**config.mk**
```make
export PLATFORM = sky130hd
export DESIGN_NAME = gmem_responder
export DESIGN_NICKNAME = d
export VERILOG_FILES = /design/src/rtl/gmem_responder.sv
export SDC_FILE = /design/constraint.sdc
export NUM_CORES = 2
export LEC_CHECK = 0
export CELL_PAD_IN_SITES_DETAIL_PLACEMENT = 0
export CELL_PAD_IN_SITES_GLOBAL_PLACEMENT = 1
export CORE_ASPECT_RATIO = 1.2
export CORE_UTILIZATION = 49
export CTS_CLUSTER_SIZE = 25
export DETAILED_ROUTE_END_ITERATION = 16
export GPL_TIMING_DRIVEN = 0
export PLACE_DENSITY = 0.84
export SETUP_SLACK_MARGIN = 0.4
export SYNTH_ARGS = -nofsm -noshare
export SYNTH_HDL_FRONTEND = slang
export SYNTH_SLANG_ARGS = --single-unit
```
**constraint.sdc**
```tcl
create_clock -name clk -period 61.8 [get_ports clk]
set_clock_uncertainty 0.2 [all_clocks]
set_input_delay 6.18 -clock clk [delete_from_list [all_inputs] [get_ports clk]]
set_output_delay 6.18 -clock clk [all_outputs]
set_load 0.01 [all_outputs]
```
**src/rtl/gmem_responder.sv**
```systemverilog
// Global-memory responder: word array, fixed latency, round-robin over channels.
// Optional GMEM_PERF_CNT_EN builds saturating read/write completion counters.
module gmem_responder #(
  parameter int ADDR_BITS = 8,
  parameter int DATA_BITS = 8,
  parameter int CHANNELS  = 1,
  parameter int LATENCY   = 2
) (
  input  logic                          clk,
  input  logic                          reset,
  input  logic [CHANNELS-1:0]           read_valid,
  input  logic [CHANNELS*ADDR_BITS-1:0] read_address,
  output logic [CHANNELS-1:0]           read_ready,
  output logic [CHANNELS*DATA_BITS-1:0] read_data,
  input  logic [CHANNELS-1:0]           write_valid,
  input  logic [CHANNELS*ADDR_BITS-1:0] write_address,
  input  logic [CHANNELS*DATA_BITS-1:0] write_data,
  output logic [CHANNELS-1:0]           write_ready,
  output logic [15:0]                   rd_count,
  output logic [15:0]                   wr_count
);

  localparam int CW    = (CHANNELS > 1) ? $clog2(CHANNELS) : 1;
  localparam int NW    = (LATENCY > 2) ? $clog2(LATENCY) : 1;
  localparam int DEPTH = 1 << ADDR_BITS;

  typedef enum logic [1:0] {S_IDLE, S_WAIT, S_RESP} state_t;

  state_t                      r_state;
  logic [NW-1:0]               r_cnt;
  logic [CW-1:0]               r_ch;
  logic [CW-1:0]               r_last;
  logic                        r_is_wr;
  logic [ADDR_BITS-1:0]        r_addr;
  logic [DATA_BITS-1:0]        r_wdata;
  logic [DATA_BITS-1:0]        r_mem [DEPTH];
  logic [CHANNELS-1:0]         r_rready;
  logic [CHANNELS-1:0]         r_wready;
  logic [CHANNELS*DATA_BITS-1:0] r_rdata;
  logic [CHANNELS-1:0]         r_rd_block;
  logic [CHANNELS-1:0]         r_wr_block;

  logic [CHANNELS-1:0]         w_rd_elig;
  logic [CHANNELS-1:0]         w_wr_elig;
  logic [CHANNELS-1:0]         w_elig;
  logic                        w_hit;
  logic [CW-1:0]               w_ch;
  logic                        w_take_wr;
  logic [ADDR_BITS-1:0]        w_addr;
  logic [DATA_BITS-1:0]        w_wdata;

  assign w_rd_elig = read_valid & ~r_rd_block;
  assign w_wr_elig = write_valid & ~r_wr_block;
  assign w_elig    = w_rd_elig | w_wr_elig;

  // Walk from farthest to nearest so the channel just after r_last wins.
  always_comb begin
    w_hit = 1'b0;
    w_ch  = '0;
    for (int k = CHANNELS; k >= 1; k--) begin
      int idx;
      idx = (int'(r_last) + k) % CHANNELS;
      if (w_elig[idx]) begin
        w_hit = 1'b1;
        w_ch  = CW'(idx);
      end
    end
  end

  assign w_take_wr = w_wr_elig[w_ch];
  assign w_wdata   = write_data[int'(w_ch)*DATA_BITS +: DATA_BITS];
  assign w_addr    = w_take_wr ?
                     write_address[int'(w_ch)*ADDR_BITS +: ADDR_BITS] :
                     read_address[int'(w_ch)*ADDR_BITS +: ADDR_BITS];

  // Ready/commit happen on the edge leaving RESP, LATENCY edges after capture.
  always_ff @(posedge clk or posedge reset) begin
    if (reset) begin
      r_state    <= S_IDLE;
      r_cnt      <= '0;
      r_ch       <= '0;
      r_last     <= CW'(CHANNELS - 1);
      r_is_wr    <= 1'b0;
      r_addr     <= '0;
      r_wdata    <= '0;
      r_rready   <= '0;
      r_wready   <= '0;
      r_rdata    <= '0;
      r_rd_block <= '0;
      r_wr_block <= '0;
      for (int i = 0; i < DEPTH; i++) begin
        r_mem[i] <= '0;
      end
    end else begin
      r_rready   <= '0;
      r_wready   <= '0;
      r_rd_block <= r_rd_block & read_valid;
      r_wr_block <= r_wr_block & write_valid;
      unique case (r_state)
        S_IDLE: begin
          if (w_hit) begin
            r_ch    <= w_ch;
            r_last  <= w_ch;
            r_is_wr <= w_take_wr;
            r_addr  <= w_addr;
            r_wdata <= w_wdata;
            if (LATENCY == 1) begin
              r_state <= S_RESP;
            end else begin
              r_cnt   <= NW'((LATENCY > 1) ? LATENCY - 2 : 0);
              r_state <= S_WAIT;
            end
          end
        end
        S_WAIT: begin
          if (r_cnt == '0) r_state <= S_RESP;
          else r_cnt <= r_cnt - 1'b1;
        end
        S_RESP: begin
          r_state <= S_IDLE;
          if (r_is_wr) begin
            r_mem[r_addr]    <= r_wdata;
            r_wready[r_ch]   <= 1'b1;
            r_wr_block[r_ch] <= 1'b1;
          end else begin
            r_rdata[int'(r_ch)*DATA_BITS +: DATA_BITS] <= r_mem[r_addr];
            r_rready[r_ch]   <= 1'b1;
            r_rd_block[r_ch] <= 1'b1;
          end
        end
        default: r_state <= S_IDLE;
      endcase
    end
  end

  assign read_ready  = r_rready;
  assign write_ready = r_wready;
  assign read_data   = r_rdata;

`ifdef GMEM_PERF_CNT_EN
  logic [15:0] r_rd_cnt;
  logic [15:0] r_wr_cnt;
  logic        w_rd_done;
  logic        w_wr_done;

  assign w_rd_done = (r_state == S_RESP) && !r_is_wr;
  assign w_wr_done = (r_state == S_RESP) && r_is_wr;

  always_ff @(posedge clk or posedge reset) begin
    if (reset) begin
      r_rd_cnt <= '0;
      r_wr_cnt <= '0;
    end else begin
      if (w_rd_done && r_rd_cnt != 16'hFFFF) r_rd_cnt <= r_rd_cnt + 16'd1;
      if (w_wr_done && r_wr_cnt != 16'hFFFF) r_wr_cnt <= r_wr_cnt + 16'd1;
    end
  end

  assign rd_count = r_rd_cnt;
  assign wr_count = r_wr_cnt;
`else
  assign rd_count = 16'd0;
  assign wr_count = 16'd0;
`endif

endmodule

```
## After elaboration in Yosys (flattened, before gate mapping)

Index checks and enable logic that the tools add are counted.

- Flip-flop bits (word level): 2080

- Reductions and logical operators: 8
- Add/sub/neg operators: 1
- $lt $le $gt $ge: 2
- Bitwise gates (word level): 9
- Mux-type cells: 22
- Equal/unequal tests: 4

Operator list:

| operator | number |
|---|---|
| bitwise mux 2048 bit | 1 |
| binary-select mux 8 bit (select 8 bit) | 1 |
| demux 8 bit (select 8 bit) | 1 |
| 2-to-1 mux 8 bit | 4 |
| 2-to-1 mux 1 bit | 11 |
| AND reduction 2 bit | 5 |
| greater-or-equal comparator 9 bit, second input constant | 1 |
| < comparator 9 x 1 -> 1 bit, second input constant | 1 |
| NOT 8 -> 9 bit | 1 |
| bitwise AND 1 bit | 4 |
| 2-to-1 mux 2 bit | 2 |
| inequality test 2 bit, second input constant | 2 |
| case mux 2 bit (2 select lines) | 1 |
| NOT 1 bit | 3 |
| equality test 2 x 1 -> 1 bit, second input constant | 1 |
| equality test 2 bit, second input constant | 1 |
| zero test 2 bit | 1 |
| case mux 1 bit (2 select lines) | 1 |
| nonzero test 2 bit | 1 |
| logical AND 1 bit | 1 |
| OR 1 bit | 1 |
| subtractor 1 bit, second input constant | 1 |

## Longest topological paths before layout

- Depth in word-level cells: 6
- Gate-level depth with buffers: 13

## Least setup slack after synthesis

No wires, ideal clock.

- Kind: input-to-reg
- Start point: input port write_valid
- End point: register r_addr[0]
- Buffers on the path: 2
- Data arrival time: 7.322 ns
- Library setup time: 0.135 ns
- Stages on the path: 6
- Data required time: 61.465 ns
- Path slack: 54.143 ns
- Cell sequence: nor2b_1 -> clkbuf_1 -> o21ai_1 -> clkbuf_1 -> nand2_1 -> o21ai_0

- Word-level cells in the longest chain between the ends: 4
- Elaborated cells on any way between the ends: 5

RTL lines:

| element | line | RTL |
|---|---|---|
| from (decl) | 15 | `input logic [CHANNELS-1:0] write_valid,` |
| bitwise AND 1 bit (*) | 53 | `assign w_wr_elig = write_valid & ~r_wr_block;` |
| OR 1 bit | 54 | `assign w_elig = w_rd_elig \| w_wr_elig;` |
| 2-to-1 mux 1 bit | 63 | `if (w_elig[idx]) begin` |
| AND reduction 2 bit (no source line) | -- |  |
| to (signal assigned) | 105 | `r_addr <= w_addr;` |
| to (decl) | 34 | `logic [ADDR_BITS-1:0] r_addr;` |

Every way passes the cells marked *; elsewhere a longest branch is shown, timed or not.
A chain may end at the register's enable or synchronous reset.

## Worst setup path in the final report

- Start point: input port write_valid
- End point: register r_wdata[7]

- Word-level cells in the longest chain between the ends: 4

RTL lines:

| element | line | RTL |
|---|---|---|
| bitwise AND 1 bit | 53 |  |
| OR 1 bit | 54 |  |
| 2-to-1 mux 1 bit | 63 |  |
| AND reduction 2 bit (no source line) | -- |  |
| to (signal assigned) | 106 | `r_wdata <= w_wdata;` |
| to (decl) | 35 | `logic [DATA_BITS-1:0] r_wdata;` |

Every way passes these cells.

==> results.toml <==
[yosys]
yosys_most_used_dff = "dfrtp_1"
synthDistinctLibCells = 69
netlist_instances = 6144
synth-warning-count = 0
synth_seq_cells = 2079
postSynthAreaPerCell_um2 = 15.5
synth_top_area_share_pct = 54.7
yosysSeqAreaShare_pct = 54.7
netlist.top_cell.by_area = "dfrtp_1"
netlist_top_cells_area = "dfrtp_1 (55%), mux2_2 (24%), mux4_2 (12%)"
async_reset_ff_share_pct = 100
number_of_enable_flip_flop_cells_after_synthesis = 0
mappedNetlistArea_mm2 = 0.0952

[timing]
min_period_over_period_pct = 14.6
report.final.setup_viol = 0
total_negative_slack_ns = 0
layout_min_cycle_time_ns = 9.04
worst-slew-pin-transition_ns = 1.70
hold_viol_final = 0
maxSlewHeadroom_pct = -13.4
report.final.slew_viol_count = 164
postLayoutSetupSlackWorst_ns = 52.76
clock.fmax_ghz = 0.111
grt_setup_unrepaired = "no"

[clock_network]
path_clk_slew_ns = 0.06
tritoncts_buffer_count = 204
cts.path.max_buffers = 3
cts.hold.buffers_added = 0
cts_tree = "yes"
clk_latency_ns = 0.92
post_cts_buffers = 0
root_buffer = "clkbuf_16"
h-tree-depth = 4
cts.sink_count = 2079
post_cts.resized_instances = 0

[critical_path]
arrival_worst_endpoint_ns = 9.58
cpPeakStageDelay_ns = 0.81
cp_slowest_cell = "o21ai_1"
cp.required_ns = 62.34
path_max_fanout = 10
setup.worst_path.class = "input port to flop"
crit_chain = "clkdlybuf4s50_1, nor2b_1, clkbuf_1, o21ai_1, clkinv_1, nand2_1, nand2_1"
cpMostUsedCell = "nand2_1"
cp-end-kind = "flop"
type_of_element_launching_the_critical_path = "input port"

[place]
io_buffer_count = 37
dpl_worst_slack_ns = 51.83
dp_hpwl_mm = 272
placed_cells = 8860
place.gp.congestion = 1.04
placed_cell_area_mm2 = 0.100

[drt]
detail-route-antenna-nets = 0
route.detailed.wl_per_inst_um = 42.4
drc = 0
drtPass1Iterations = 6
vias = 63900
post_dr_vias_cell = 6.90
detailedRoute.firstIterationViolations = 7895
postRouteWirelength_mm = 393

[layout]
num-nets-final = 6513
layout-area-overhead-vs-synth_pct = 12.9
mostFrequentLayoutCells = "dfrtp_1 (2,079), mux2_2 (2,058), mux4_2 (498), clkbuf_1 (310), nand2_1 (249)"
layout.cells.non_filler = 9256
post-route-cell-area_mm2 = 0.107
layout_commonest_cell = "dfrtp_1"
post_route_cells_drive_above_1_share_pct = 49.1

[run]
drv_cap = 16

[floorplan]
ioPinCount = 70
placement_rows = 176
core_area_mm2 = 0.192
die_width_um = 404
die_area_mm2 = 0.196
die_y_um = 485
floorplan.initialDensity_pct = 49.5

[hold_path]
hold_path_class = "flop to flop"

[grt]
grt_pass1_vias = 63500
largest_net_degree_at_the_start_of_global_routing = 47
grt_antenna_before_repair = 45
first_pass_grt_wire_length_mm = 535
globalRouteTotalUtil_pct = 40.4
globalRouteOverflowTotal = 0

[power]
power.leakage_nw = 51.5
ir_drop_v = 0.0000419
power.density_mw_per_mm2 = 42.7

[run_status]
violations_in_the_final_reports = "capacitance limit, slew limit"
outcome = "complete, but fails checks"
==> worst paths after layout <==
check                             from      endpoint  slack (ns)  cells past startpoint
max in group asynchronous        reset    r_mem[201]       52.80                     12
max                        write_valid    r_wdata[7]       52.76                      7
max reg2reg                  r_addr[1]  read_data[1]       55.60                     10
min                         r_rd_block    r_rd_block        0.28                      1
min in group asynchronous        reset   r_mem[1278]        5.49                      2
min reg2reg                 r_rd_block    r_rd_block        0.28                      1
==> critical path, delay by kind of cell <==
| kind | cells | cell delay [ns] |
|---|---|---|
| AOI/OAI and AO/OA | 1 | 0.81 |
| buffers and inverters | 3 | 1.75 |
| and+or+nand+nor | 3 | 0.80 |
==> cell usage after synthesis (all sizes together) (6+ instances only) <==
cell	count
a22o	10
and3	9
nand2b	13
nor2b	26
a22oi	58
nor2	113
mux2i	151
clkbuf	294
o211ai	9
mux2	2058
nand2	263
nand3	57
nand4	7
o22ai	30
nor4	7
a21oi	34
a221oi	12
o21ai	59
a211oi	25
a31oi	11
nor3	34
mux4	498
buf	204
o32ai	6
dfrtp	2079
==> routing by layer <==
metal | share of wire (%) | GRT usage [%]
met2 | 43 | 57.0
met4 | 10 | 34.3
met3 | 11 | 14.2
met1 | 35 | 49.4
met5 | 0.058 | 0
==> sequential cells by signal, summed over array words and instances (netlist names) <==
register     cells
r_mem         2048
r_addr           8
r_wdata          8
read_data        8
r_state          2
r_is_wr          1
r_rd_block       1
r_wr_block       1
read_ready       1
write_ready      1
==> stage by stage <==
stage | power [mW] | hold slack, ns | utilization, %
floorplan | 2.25 | 0.239 | -
global placement | 3.15 | 0.256 | 51.4
detailed placement | 3.18 | 0.263 | 52.2
CTS | 4.48 | 0.272 | 55.9
global route | 4.60 | 0.302 | 55.9
finish | 4.59 | 0.281 | 55.9
==> final cells by class <==
type                       instances  area [um2]
buffer                           498        2440
tap                             2581        3230
clock buffer                     308        6120
inverter                           7        30.0
fill                           15100       84800
multi-input combinational       3591       40800
antenna                           30        75.1
clock inverter                    58         968
sequential                      2079       52000
timing repair buffer             104        1740
==> logic make-up (layout without fill, tap and decap cells) <==
kind of cell | Yosys count | after routing | share of synthesized area [%]
muxes | 2707 | 2707 | 37.7
DFF | 2079 | 2079 | 54.7
and+or+nand+nor | 555 | 555 | 2.93
buffers and inverters | 505 | 975 | 2.55
AOI/OAI and AO/OA | 297 | 297 | 2.13
other | 1 | 62 | 0.00394
==> power breakdown <==
part	leakage (nW)	total (mW)	switching [mW]	internal, mW
clock	3.46	1.33	0.576	0.753
sequential	29.0	1.50	0.0550	1.45
combinational	19.0	1.76	1.36	0.399
No activity file was read; power rests on OpenSTA's default activity.
